**src/rtl/fp_mul_pipe.sv**
```systemverilog
// fp_mul_pipe -- pipelined multi-lane IEEE-754 binary floating-point multiplier.
//
// There are three register stages, so a result appears 3 cycles after its
// input transfer. All lanes share one valid/ready handshake and one global
// stall, so bubbles move through the pipe unchanged.
//   S1: unpack, classify operands, sign XOR, biased exponent sum
//   S2: (MANTISSA+1)x(MANTISSA+1) significand product
//   S3: normalise, round-to-nearest-even, exception resolve, output register
// Subnormal inputs are treated as zero. Results that would be subnormal are
// flushed to zero.
//
// Ports (W = EXPONENT+MANTISSA+1, lane i at bits [i*W +: W]):
//   clk, rst             clock; synchronous active-high reset
//   in_valid / in_ready  operand handshake (in_ready depends only on the output side)
//   in_a, in_b           packed operand vectors
//   out_valid/out_ready  result handshake
//   out_c                packed products
//   out_flags            per lane {invalid, overflow, underflow, inexact}
module fp_mul_pipe #(
  parameter int EXPONENT = 8,
  parameter int MANTISSA = 23,
  parameter int LANES    = 1
) (
  input  logic                                    clk,
  input  logic                                    rst,
  input  logic                                    in_valid,
  output logic                                    in_ready,
  input  logic [LANES*(EXPONENT+MANTISSA+1)-1:0] in_a,
  input  logic [LANES*(EXPONENT+MANTISSA+1)-1:0] in_b,
  output logic                                    out_valid,
  input  logic                                    out_ready,
  output logic [LANES*(EXPONENT+MANTISSA+1)-1:0] out_c,
  output logic [LANES*4-1:0]                      out_flags
);
  localparam int E = EXPONENT;
  localparam int M = MANTISSA;
  localparam int W = E + M + 1;

  localparam logic signed [E+1:0] BIAS     = (E+2)'((1 << (E-1)) - 1);
  localparam logic signed [E+1:0] MAX_EXP  = (E+2)'((1 << E) - 1);
  localparam logic signed [E+1:0] ZERO_EXP = '0;
  localparam logic [E-1:0]        EXP_ONES = '1;

  typedef enum logic [1:0] {
    CLS_NORMAL,
    CLS_ZERO,
    CLS_INF,
    CLS_NAN
  } resultClass_t;

  logic s1Valid, s2Valid, outValid;
  logic stall, advance;

  // One global enable: every stage holds while the output beat waits.
  assign stall     = outValid & ~out_ready;
  assign advance   = ~stall;
  assign in_ready  = advance;
  assign out_valid = outValid;

  always_ff @(posedge clk) begin
    if (rst) begin
      s1Valid  <= 1'b0;
      s2Valid  <= 1'b0;
      outValid <= 1'b0;
    end else if (advance) begin
      s1Valid  <= in_valid;
      s2Valid  <= s1Valid;
      outValid <= s2Valid;
    end
  end

  for (genvar gi = 0; gi < LANES; gi++) begin : gLane
    // ---------------- S1: unpack and classify ----------------
    logic [W-1:0] opA, opB;
    logic [E-1:0] expA, expB;
    logic [M-1:0] fracA, fracB;
    logic         aZero, aInf, aNan, bZero, bInf, bNan;
    resultClass_t cls;

    assign opA   = in_a[gi*W +: W];
    assign opB   = in_b[gi*W +: W];
    assign expA  = opA[W-2:M];
    assign expB  = opB[W-2:M];
    assign fracA = opA[M-1:0];
    assign fracB = opB[M-1:0];
    assign aZero = (expA == '0);
    assign bZero = (expB == '0);
    assign aInf  = (expA == EXP_ONES) && (fracA == '0);
    assign bInf  = (expB == EXP_ONES) && (fracB == '0);
    assign aNan  = (expA == EXP_ONES) && (fracA != '0);
    assign bNan  = (expB == EXP_ONES) && (fracB != '0);

    always_comb begin
      cls = CLS_NORMAL;
      if (aNan || bNan || (aInf && bZero) || (bInf && aZero)) cls = CLS_NAN;
      else if (aInf || bInf)                                  cls = CLS_INF;
      else if (aZero || bZero)                                cls = CLS_ZERO;
    end

    logic                s1Sign;
    resultClass_t        s1Cls;
    logic signed [E+1:0] s1Exp;
    logic [M:0]          s1SigA, s1SigB;

    always_ff @(posedge clk) begin
      if (advance) begin
        s1Sign <= opA[W-1] ^ opB[W-1];
        s1Cls  <= cls;
        s1Exp  <= $signed({2'b00, expA}) + $signed({2'b00, expB}) - BIAS;
        s1SigA <= {1'b1, fracA};
        s1SigB <= {1'b1, fracB};
      end
    end

    // ---------------- S2: significand product ----------------
    logic                s2Sign;
    resultClass_t        s2Cls;
    logic signed [E+1:0] s2Exp;
    logic [2*M+1:0]      s2Prod;

    always_ff @(posedge clk) begin
      if (advance) begin
        s2Sign <= s1Sign;
        s2Cls  <= s1Cls;
        s2Exp  <= s1Exp;
        s2Prod <= {{(M+1){1'b0}}, s1SigA} * {{(M+1){1'b0}}, s1SigB};
      end
    end

    // ---------------- S3: normalise, round, resolve ----------------
    logic [2*M:0]        shifted;   // product with the leading one dropped
    logic [M-1:0]        fracKeep;
    logic                guardBit, stickyBit, roundUp;
    logic [M:0]          fracRound;
    logic signed [E+1:0] expFinal;
    logic [W-1:0]        cNext;
    logic [3:0]          flagsNext;

    always_comb begin
      // Product lies in [1,4); when it is >= 2 the window moves up one bit.
      shifted   = s2Prod[2*M+1] ? s2Prod[2*M:0] : {s2Prod[2*M-1:0], 1'b0};
      fracKeep  = shifted[2*M:M+1];
      guardBit  = shifted[M];
      stickyBit = |shifted[M-1:0];
      roundUp   = guardBit & (stickyBit | fracKeep[0]);
      // A carry out of the rounded fraction leaves its low bits all zero,
      // so only the exponent needs the extra increment.
      fracRound = {1'b0, fracKeep} + {{M{1'b0}}, roundUp};
      expFinal  = s2Exp + (E+2)'(s2Prod[2*M+1]) + (E+2)'(fracRound[M]);

      cNext     = {s2Sign, expFinal[E-1:0], fracRound[M-1:0]};
      flagsNext = {3'b000, guardBit | stickyBit};
      case (s2Cls)
        CLS_NAN: begin
          cNext     = {1'b0, EXP_ONES, 1'b1, {(M-1){1'b0}}};
          flagsNext = 4'b1000;
        end
        CLS_INF: begin
          cNext     = {s2Sign, EXP_ONES, {M{1'b0}}};
          flagsNext = 4'b0000;
        end
        CLS_ZERO: begin
          cNext     = {s2Sign, {(W-1){1'b0}}};
          flagsNext = 4'b0000;
        end
        default: begin
          if (expFinal >= MAX_EXP) begin
            cNext     = {s2Sign, {(E-1){1'b1}}, 1'b0, {M{1'b1}}};
            flagsNext = 4'b0101;
          end else if (expFinal <= ZERO_EXP) begin
            cNext     = {s2Sign, {(W-1){1'b0}}};
            flagsNext = 4'b0011;
          end
        end
      endcase
    end

    logic [W-1:0] cReg;
    logic [3:0]   flagsReg;

    always_ff @(posedge clk) begin
      if (rst) begin
        cReg     <= '0;
        flagsReg <= '0;
      end else if (advance) begin
        cReg     <= cNext;
        flagsReg <= flagsNext;
      end
    end

    assign out_c[gi*W +: W]     = cReg;
    assign out_flags[gi*4 +: 4] = flagsReg;
  end

endmodule

```
**config.mk**
```make
export PLATFORM = sky130hd
export DESIGN_NAME = fp_mul_pipe
export DESIGN_NICKNAME = d
export VERILOG_FILES = /design/src/rtl/fp_mul_pipe.sv
export SDC_FILE = /design/constraint.sdc
export NUM_CORES = 2
export LEC_CHECK = 0
export CORE_ASPECT_RATIO = 1.75
export CORE_MARGIN = 2
export CORE_UTILIZATION = 65
export DETAILED_ROUTE_END_ITERATION = 8
export PLACE_DENSITY = 0.86
export SLEW_MARGIN = 20
export SYNTH_ARGS = -nofsm -noshare
export SYNTH_HDL_FRONTEND = slang
export SYNTH_SLANG_ARGS = --single-unit
export TNS_END_PERCENT = 5
```
**constraint.sdc**
```tcl
create_clock -name clk -period 14.57 [get_ports clk]
set_clock_uncertainty 0.05 [all_clocks]
set_input_delay 3.6425 -clock clk [delete_from_list [all_inputs] [get_ports clk]]
set_output_delay 3.6425 -clock clk [all_outputs]
set_load 0.005 [all_outputs]
```
Yosys cells after proc, flatten, opt, wreduce, memory -nomap -nowiden:

Cells that the tools add are included.

* register bits: 159
* input port bits: 68
* output and inout port bits: 38
* logic and storage cells: 64

* add/subtract/negate cells: 5
* multipliers: 1
* magnitude comparators: 2
* equal/unequal tests: 5
* multiplexer cells: 9
* bitwise gates (word level): 7
* reduce and logical (&&, ||, !) cells: 20

Operators with widths (count)
* $pmux W32 S3: 1
* $mux W31: 2
* $mul A24 B24 Y48: 1
* $mux W47: 1
* $logic_not A23 Y1: 2
* $reduce_bool A23 Y1: 2
* $add A23 B1 Y24: 1
* $reduce_or A23 Y1: 1
* $add A10 B1 Y10: 2
* $eq A8 B8 Y1 const B: 2
* $logic_not A8 Y1: 2
* $ge A10 B9 Y1 const B: 1
* $le A10 B1 Y1 const B: 1
* $sub A9 B7 Y10 const B: 1
* $add A8 B8 Y9: 1
* $pmux W4 S2: 1
* $logic_and A1 B1 Y1: 6
* $logic_or A1 B1 Y1: 5
* $eq A2 B2 Y1 const B: 2
* $reduce_or A2 Y1: 2
* $mux W3: 1
* $and A1 B1 Y1: 2
* $eq A2 B1 Y1 const B: 1
* $mux W1: 2
* other kinds (4): 6

Logic depth before layout (Yosys ltp):

* depth in word-level cells: 10
* mapped depth: 26
* depth with buffers taken out: 25

Worst setup path before layout:

OpenSTA, ideal clock, no wires.

* path type: input to output
* start: in out_ready
* end: out in_ready
* arrival: 7.448 ns
* required time: 10.878 ns
* path slack: 3.430 ns
* stages: 4
* path buffers: 2
* path through: nor2b_1 > clkbuf_1 > inv_1 > clkbuf_1

* longest elaborated chain between the ends: 3

RTL lines
* start: declaration: RTL line 31 `input logic out_ready,`
* $not A1 Y1: RTL line 55 `assign stall = outValid & ~out_ready;`
* $and A1 B1 Y1: RTL line 55
* $not A1 Y1: RTL line 56 `assign advance = ~stall;`
* end: declaration: RTL line 27 `output logic in_ready,`

No other way between the ends.

Worst setup path in the final report:

Same ends and word-level chain as after synthesis.

==> results.txt <==
Area fraction in compound gates after synthesis -> 0.0613
Drt first pass iters -> 7
Die Area -> 40900 um2
Period utilization -> 0.603
Root Buffer -> clkbuf_16
# nets final -> 3460
Part of the Yosys area used for sequential elements -> 0.172
Count of max-cap constraint violations -> 0
Peak clock frequency supported by timing -> 114 MHz
Simple logic cell fraction of the synthesized area -> 0.154
Critical Path Sink Type -> output port
Final-layout setup total negative slack -> 0 ns
Status -> completed
Critical Setup Path Class -> in2out
Post-cts hold buffer count -> 0
Number of global-route vias before repair -> 21744
CTS tree -> built
Aggregate routed wire length -> 67.6 mm
Transition time of the tightest slew-check pin -> 1.11 ns
Net Count, Synth -> 3416
Stage delay of the slowest cell on the critical path -> 0.49 ns
Number of enable flip-flop cells after synthesis -> 120
Clock insertion delay at the later pin of the skew report -> 0.46 ns
Highest net fanout along the worst path -> 35
First-iteration detailed-routing DRC count -> 1417
Max-slew headroom -> 0.261
Post-route DRC -> 0
Critical path's slowest cell -> clkdlybuf4s50_1
Total of flip-flops plus latches after synthesis -> 159
Netlist Area Pre-Place -> 25500 um2
Port Buffer Count -> 105
Top-level I/O count -> 106
Final setup violating endpoints -> 0
Final number of max-transition violations -> 0
Number of antenna violations at the first check in global routing -> 1
Clock Pin Slew Worst Setup and Hold Paths -> 0.08 ns
Global-route wire length before repair -> 109 mm
HPWL after detailed placement -> 50.7 mm
Number of instances in the synthesized netlist -> 2673
Largest family of logic cells by synthesized area -> adder cells
Overall Global Routing Usage -> 0.346
Area growth syn-to-layout -> 8.28%
Total number of vias -> 19223
Count of cells resized by post-cts repair -> 0
Starting utilization of the core area -> 0.656
Pin count of the biggest net entering global routing -> 77
Average cell area after synthesis -> 9.54 um2
Synthesized-area fraction occupied by xor and xnor cells -> 0.0288
Buffers inserted by post-CTS timing repair -> 0
Synth unique cells -> 69
H-tree levels -> 4
Vert. Die Dim -> 266 um
Top flip-flop cell by instance count after synthesis -> edfxtp_1
Final hold violation count -> 0
Number of core rows -> 96
Wire per inst -> 21.0 um
Cells traversed along the worst timing path -> clkdlybuf4s50_1 > nor2b_2 > buf_4 > inv_4 > clkdlybuf4s50_1
Post-synth top cells -> inv_1 (597), fa_1 (484), nand2_1 (333), and2_1 (247), ha_1 (191)
Share of synthesized registers carrying an async set or reset -> 0
Top cell type's share of synthesized area -> 0.380
Classification of the worst-slack hold path -> reg2reg
Core area -> 38900 um2
Startpoint type of the worst setup path -> primary input
Layout cell share with drive strength beyond 1 -> 0.0355
Unrepaired setup endpoints after global routing -> false
Endpoint required time on the critical path -> 10.88 ns
Sum of overflow across all layers after global routing -> 0
Clock period minus final worst setup slack -> 8.79 ns
Arr. time, crit path -> 5.09 ns
Most numerous cell on the critical path -> clkdlybuf4s50_1
Yosys top cell by area -> fa_1
Horiz. Die Dim -> 154 um
Synth Warn # -> 0
Weighted congestion at the end of routability-driven global placement -> 0.959
Largest cells by area after synthesis -> fa_1 (38%), edfxtp_1 (14%), ha_1 (9.4%)
Most frequent cell after synthesis -> inv_1
Post-Synth Adder-Cell Area -> 0.473
Buffer depth of the longest clock path -> 2
Number of buffers created by CTS -> 17
Number of vias per cell -> 5.97
Mux share of post-synthesis cell area -> 0.00446
Post-route ant nets -> 0
# clock sinks -> 159
## metal layers
metal  track usage  wire (um)  part of all wire  vias to the layer above
met3        0.0664       5750             0.085                      396
li1              -          -                 -                     8248
met4         0.247       5820             0.086                        2
met2         0.600      33900              0.50                     1084
met5             0          5          0.000074                        -
met1         0.379      22100              0.33                     9493
## placed cells by master, fill, tap and decap left out, types with 4 or more instances in the layout
cell type and count:
fa_1 484, edfxtp_1 120, nand3_1 30, nand2b_1 10
clkdlybuf4s50_1 105, and2_1 247, dfxtp_1 39, xnor2_1 58
nand4_1 21, a21o_1 24, a21boi_0 4, a21oi_1 90
nor2b_1 8, a22oi_1 18, o211ai_1 5, o21bai_1 10
and3_1 7, buf_4 36, nand2_1 333, a31oi_1 8
o21a_1 5, inv_8 6, nor2_1 78, nor4_1 20
clkbuf_16 17, ha_1 191, o21ai_0 29, nor3_1 18
mux2i_1 8, xor2_1 26, a211oi_1 4, inv_1 596
## layout make-up
cell class                 count  area (um2)
inverter                     600        2250
antenna                        1        2.50
fill                        2738       11300
tap                          490         613
clock inverter                15         163
sequential                   159        4380
multi-input combinational   1797       18400
timing repair buffer         142        1350
clock buffer                  17         425
## final timing paths
check	start	endpoint	slack, ns	cells past startpoint
worst min-delay path	gLane[0].s1Sign	gLane[0].s2Sign	0.36	0
worst max register to register	gLane[0].s1SigA[8]	gLane[0].s2Prod[46]	6.53	24
worst min register to register	gLane[0].s1Sign	gLane[0].s2Sign	0.36	0
worst max-delay path	out_ready	in_ready	5.78	5
## cell families (layout without fill, tap and decap cells)
group / Yosys count / in the layout
fa+ha+maj: 675 / 675
buf+inv: 717 / 774
other cells: 0 / 1
xor+xnor: 84 / 84
flops: 159 / 159
mux: 11 / 11
compound gates: 231 / 231
simple gates: 796 / 796
## sequential cells by signal, indices dropped and copies added (netlist names), 2 cells and up
signal / flops
gLane.s2Prod: 48
gLane.s1Exp: 10
gLane.s2Exp: 10
gLane.s1SigA: 23
out_flags: 4
out_c: 32
gLane.s1SigB: 23
gLane.s2Cls: 2
gLane.s1Cls: 2
## metrics by stage
stage	util	area, um2	worst slack (ns)	cells	hold slack (ns)
6_report	0.710	27600	5.78	3221	0.361
5_1_grt	0.710	27600	5.72	3220	0.366
4_1_cts	0.709	27600	5.78	3219	0.364
3_5_place_dp	0.694	27000	5.79	3187	0.355
3_3_place_gp	0.694	27000	5.76	3187	0.350
2_1_floorplan	-	25500	3.43	2673	0.350
## critical path: cells and delay by family
family        cells  cell delay (ns)
simple gates      1             0.10
buf+inv           4             1.35
Power is not shown: default switching activity piles up to over one toggle a cycle in this logic, so the estimate is an artifact.
